<file path="src/rtl/gray_ptr_ctrl_if.sv">
// Pointer-controller bus: increment handshake, remote Gray pointer in,
// local pointer images and occupancy status out.
interface gray_ptr_ctrl_if #(
    parameter int unsigned ADDR_W = 4
);
    localparam int unsigned PW = ADDR_W + 1;

    logic              inc_req;
    logic              inc_ack;
    logic [PW-1:0]     remote_gray;
    logic [PW-1:0]     ptr_bin;
    logic [PW-1:0]     ptr_gray;
    logic [ADDR_W-1:0] addr;
    logic              flag;
    logic [PW-1:0]     level;
    logic              err;

    modport master (
        output inc_req, remote_gray,
        input  inc_ack, ptr_bin, ptr_gray, addr, flag, level, err
    );

    modport slave (
        input  inc_req, remote_gray,
        output inc_ack, ptr_bin, ptr_gray, addr, flag, level, err
    );
endinterface

</file>
<file path="src/rtl/gray_ptr_ctrl.sv">
// One side of an async FIFO pointer path: local binary/Gray pointer,
// remote Gray decode, and registered full (write) or empty (read) flag.
module gray_ptr_ctrl #(
    parameter int unsigned ADDR_W = 4,
    parameter int unsigned MODE   = 0
) (
    input logic           clk,
    input logic           rst,
    gray_ptr_ctrl_if.slave bus
);
    localparam int unsigned   PW        = ADDR_W + 1;
    localparam logic [PW-1:0] DEPTH     = PW'(1) << ADDR_W;
    localparam bit            READ_SIDE = (MODE == 1);

    function automatic logic [PW-1:0] bin2gray(input logic [PW-1:0] b);
        return b ^ (b >> 1);
    endfunction

    function automatic logic [PW-1:0] gray2bin(input logic [PW-1:0] g);
        logic [PW-1:0] b;
        b[PW-1] = g[PW-1];
        for (int i = int'(PW) - 2; i >= 0; i--) begin
            b[i] = b[i+1] ^ g[i];
        end
        return b;
    endfunction

    logic [PW-1:0] ptr_bin_q;
    logic [PW-1:0] ptr_gray_q;
    logic [PW-1:0] level_q;
    logic          flag_q;
    logic          err_q;

    logic          inc_ack_c;
    logic [PW-1:0] ptr_bin_next;
    logic [PW-1:0] remote_bin_next;
    logic [PW-1:0] level_next;
    logic          flag_next;
    logic          err_set;

    // Next-state pointer and occupancy; local and remote moves combine freely.
    always_comb begin
        inc_ack_c       = bus.inc_req & ~flag_q;
        ptr_bin_next    = ptr_bin_q + PW'(inc_ack_c);
        remote_bin_next = gray2bin(bus.remote_gray);
        level_next      = ptr_bin_next - remote_bin_next;
        flag_next       = 1'b0;
        if (READ_SIDE) begin
            level_next = remote_bin_next - ptr_bin_next;
            flag_next  = (level_next == '0);
        end else begin
            flag_next  = (level_next == DEPTH);
        end
        err_set = (level_next > DEPTH);
    end

    always_ff @(posedge clk) begin
        if (rst) begin
            ptr_bin_q  <= '0;
            ptr_gray_q <= '0;
            level_q    <= '0;
            flag_q     <= READ_SIDE;
            err_q      <= 1'b0;
        end else begin
            ptr_bin_q  <= ptr_bin_next;
            ptr_gray_q <= bin2gray(ptr_bin_next);
            level_q    <= level_next;
            flag_q     <= flag_next;
            err_q      <= err_q | err_set;
        end
    end

    assign bus.inc_ack  = inc_ack_c;
    assign bus.ptr_bin  = ptr_bin_q;
    assign bus.ptr_gray = ptr_gray_q;
    assign bus.addr     = ptr_bin_q[ADDR_W-1:0];
    assign bus.flag     = flag_q;
    assign bus.level    = level_q;
    assign bus.err      = err_q;
endmodule

</file>
<file path="src/flat_wrapper.sv">
// flat-port wrapper written by rule: the top's interface ports become plain ports
module gray_ptr_ctrl_flat 
#(
    parameter int unsigned ADDR_W = 4,
    parameter int unsigned MODE   = 0
)
  (clk, rst, bus_inc_req, bus_remote_gray, bus_inc_ack, bus_ptr_bin, bus_ptr_gray, bus_addr, bus_flag, bus_level, bus_err);
  gray_ptr_ctrl_if #(.ADDR_W(ADDR_W)) bus_i ();
  input logic clk;
  input logic rst;
  input wire logic [$bits(bus_i.inc_req)-1:0] bus_inc_req;
  input wire logic [$bits(bus_i.remote_gray)-1:0] bus_remote_gray;
  output wire logic [$bits(bus_i.inc_ack)-1:0] bus_inc_ack;
  output wire logic [$bits(bus_i.ptr_bin)-1:0] bus_ptr_bin;
  output wire logic [$bits(bus_i.ptr_gray)-1:0] bus_ptr_gray;
  output wire logic [$bits(bus_i.addr)-1:0] bus_addr;
  output wire logic [$bits(bus_i.flag)-1:0] bus_flag;
  output wire logic [$bits(bus_i.level)-1:0] bus_level;
  output wire logic [$bits(bus_i.err)-1:0] bus_err;
  assign bus_i.inc_req = bus_inc_req;
  assign bus_i.remote_gray = bus_remote_gray;
  assign bus_inc_ack = bus_i.inc_ack;
  assign bus_ptr_bin = bus_i.ptr_bin;
  assign bus_ptr_gray = bus_i.ptr_gray;
  assign bus_addr = bus_i.addr;
  assign bus_flag = bus_i.flag;
  assign bus_level = bus_i.level;
  assign bus_err = bus_i.err;
  gray_ptr_ctrl #(.ADDR_W(ADDR_W), .MODE(MODE)) u_core (.clk(clk), .rst(rst), .bus(bus_i));
endmodule
</file>
<file path="config.mk">
export PLATFORM = sky130hd
export DESIGN_NAME = gray_ptr_ctrl_flat
export DESIGN_NICKNAME = d
export VERILOG_FILES = /design/src/rtl/gray_ptr_ctrl_if.sv /design/src/rtl/gray_ptr_ctrl.sv /design/src/flat_wrapper.sv
export SDC_FILE = /design/constraint.sdc
export NUM_CORES = 1
export LEC_CHECK = 0
export ABC_AREA = 1
export BUFFER_PORTS_ARGS = -buffer_cell sky130_fd_sc_hd__buf_2
export CORE_MARGIN = 2
export CORE_UTILIZATION = 40
export DETAILED_ROUTE_END_ITERATION = 8
export HOLD_SLACK_MARGIN = 0.15
export PLACE_DENSITY = 0.72
export REMOVE_ABC_BUFFERS = 1
export SYNTH_ARGS = -nofsm -noshare
export SYNTH_HDL_FRONTEND = slang
export SYNTH_SLANG_ARGS = --single-unit
</file>
<file path="constraint.sdc">
create_clock -name clk -period 2.2 [get_ports clk]
set_input_delay 0.22 -clock clk [delete_from_list [all_inputs] [get_ports clk]]
set_output_delay 0.22 -clock clk [all_outputs]
set_load 0.005 [all_outputs]
</file>
==> reports/metrics.cfg <==
[drt]
drt-initial-drc-count = 11
drt_wl_total_mm = 1.75
firstDrtPassIters = 4
routed_via_density = 4.48
drc = 0
num_vias = 757
wire_per_inst_um = 10.4
final_antenna_net_count = 0

[clock_tree]
cts_tree = yes
root_buffer = clkbuf_4
clk_path_buf_depth = 2
postCtsHoldBufs = 0
clock_latency_ns = 0.29
numCtsBuffers = 3
clk_pin_slew_ns = 0.10
cts.sinks = 16
h-tree-depth = 1

[synth]
ys_seq_area_share_pct = 35.1
synthMuxAreaShare_pct = 0
synth-seq-cells = 16
synth_compound_area_share_pct = 6.30
synth_top_cells_by_area = dfxtp_1 (35%), ha_1 (8.2%), inv_1 (7.0%)
netlist_area_um2 = 913
synth-xor-area-share_pct = 4.79
synth_simple_gate_area_share_pct = 33.3
synth-async-reset-ratio_pct = 0
synth_edf_count = 0
syn_inst = 112
synthFlopType = dfxtp_1
yosysTopAreaCellShare_pct = 35.1
synth_top_family_by_area = simple AND/OR/NAND/NOR gates
ys_warn_count = 0
synth.most_common_cell = inv_1
synth_fa_ha_area_share_pct = 8.22
synth_common_cells = inv_1 (17), dfxtp_1 (16), nand2_1 (13), nor2_1 (11)
synth.avg_cell_area_um2 = 8.16
synth_cell_types = 20
yosysTopAreaCell = dfxtp_1

[global_route]
grt_pass1_vias = 739
antenna_found_initial = 0
grt_max_degree = 11
grt.total_usage_pct = 15.0
grt-ovfl-total = 0
grt_first_pass_wirelength_mm = 2.99

[die]
core_area_um2 = 2190
dieArea_um2 = 2680
fp.dieW_um = 51.8
ios = 30
die_h_um = 51.8
rows = 17
initial_core_util_pct = 41.7

[timing]
setup_violations = 0
slew_viol_final = 0
timing.final.crit_share_pct = 91.3
slew-limit-headroom_pct = 71.6
hold_viol_final = 0
rsz0062_at_grt = false
skew_ns = 0.00427
fmax_mhz = 498
period_needed_ns = 2.01
worstMarginPinSlew_ns = 0.424
setup_tns_ns = 0

[worst_hold_path]
holdCritPathClass = primary input to register

[worst_setup_path]
critPathBufInv = 3
cp_max_fo = 2
critical_path_class = register to register
cp-start-kind = register
worstSetupEndpointType = register
crit_chain = nor2_2, ha_2, ha_4, inv_1, nand3_1, nand2_1, inv_1, ha_1, inv_1, nand2_4, nand2_2, nand2_2, nor2_4, nand3_2, nand2_1, nand2_1
cp.required_ns = 2.39
critical_path.max_stage_delay_ns = 0.32
critical_path_arrival_ns = 2.20
cp_top_family = simple AND/OR/NAND/NOR gates
cpMaxStageDelayCell = dfxtp_1

[flow_run]
maxCapViolations = 0

[power_and_ir_drop]
powerDensity_nw_per_um2 = 687
vdd_drop_max_uv = 500
leakagePower_nw = 0.624

[placed_design]
gp_congestion = 0.775
io_buffers = 29
place_hpwl_mm = 1.41

[layout]
layout-area-overhead-vs-synth_pct = 27.0
fin_util_pct = 52.9
diodes = 0
nNetsFinal = 156
layout-drive-gt1-share_pct = 46.1

[run_status]
outcome = finished, final reports clean

==> routing by layer <==
metal	track usage, %	vias up	share of wire [%]
li1	-	403	-
met1	17.2	329	43
met2	26.5	23	49
met3	3.16	2	6.7
met4	6.58	0	0.97
met5	0	-	0
==> timing repair <==
| action | CTS | global route |
|---|---|---|
| setup buffers | 0 | 0 |
| setup endpoints to repair | 0 | 3 |
| resized for setup | 0 | 9 |
==> final timing paths <==
path	from	to	slack, ns	cells past startpoint
max reg2reg	u_core.bus.flag	u_core.bus.err	0.19	16
min reg2reg	u_core.bus.err	u_core.bus.err	0.47	2
max	u_core.bus.flag	u_core.bus.err	0.19	16
min	rst	u_core.bus.level[0]	0.21	2
==> where the power goes <==
group	leakage (nW)	total, mW	internal (mW)	switching, mW
registers	0.131	0.335	0.322	0.0128
clock network	0.0210	0.198	0.101	0.0972
logic	0.472	0.264	0.113	0.152
==> layout by cell type (no fill, tap or decap), types with 3 or more instances in the layout <==
| cell | count |
|---|---|
| buf_2 | 29 |
| nand3_1 | 6 |
| nand2_1 | 13 |
| inv_1 | 16 |
| inv_2 | 3 |
| ha_1 | 3 |
| nor2_2 | 3 |
| clkbuf_4 | 3 |
| nand2_2 | 6 |
| nand2_4 | 3 |
| dfxtp_1 | 16 |
| a21oi_1 | 5 |
| nor2_1 | 10 |
| nand3_2 | 6 |
| xor2_1 | 4 |
==> metrics by stage <==
step                      hold WS, ns  std cells  total power, mW  setup slack, ns  instance area (um^2)
after global routing            0.231        169            0.852          0.00387                  1160
after global placement          0.439        165            0.588            0.102                  1070
after detailed placement        0.448        165            0.595           0.0686                  1070
final                           0.208        169            0.797            0.192                  1160
after CTS                       0.198        169            0.797           0.0810                  1100
after floorplan                 0.287        106            0.514            0.166                   872
==> sequential cells by signal (all words and copies together) (netlist names) <==
signal               count
u_core.bus.err           1
u_core.bus.flag          1
u_core.bus.level         5
u_core.bus.ptr_bin       4
u_core.bus.ptr_gray      5
==> logic make-up (layout without fill, tap and decap cells) <==
| kind of cell | Yosys count | count (layout) |
|---|---|---|
| adders and majority gates | 6 | 6 |
| buffers and inverters | 25 | 54 |
| DFF | 16 | 16 |
| and+or+nand+nor | 50 | 50 |
| AOI/OAI and AO/OA | 10 | 10 |
| xor gates and xnor gates | 5 | 5 |
==> worst reg2reg max path: stages (launching register included) <==
cell     delay, ns
dfxtp_1       0.32
nor2_2        0.11
ha_2          0.21
ha_4          0.21
inv_1         0.08
nand3_1       0.10
nand2_1       0.07
inv_1         0.04
ha_1          0.18
inv_1         0.11
nand2_4       0.07
nand2_2       0.07
nand2_2       0.06
nor2_4        0.08
nand3_2       0.09
nand2_1       0.07
nand2_1       0.04
==> layout make-up <==
cell class,instances,area [um^2]
repair buffers,31,160
fillers,216,1030
flip-flops and latches,16,320
clock buffers,4,36.3
multi-input cells,71,537
well taps,28,35.0
inverters,19,71.3
Note: power is estimated with default switching activity, not from simulation.
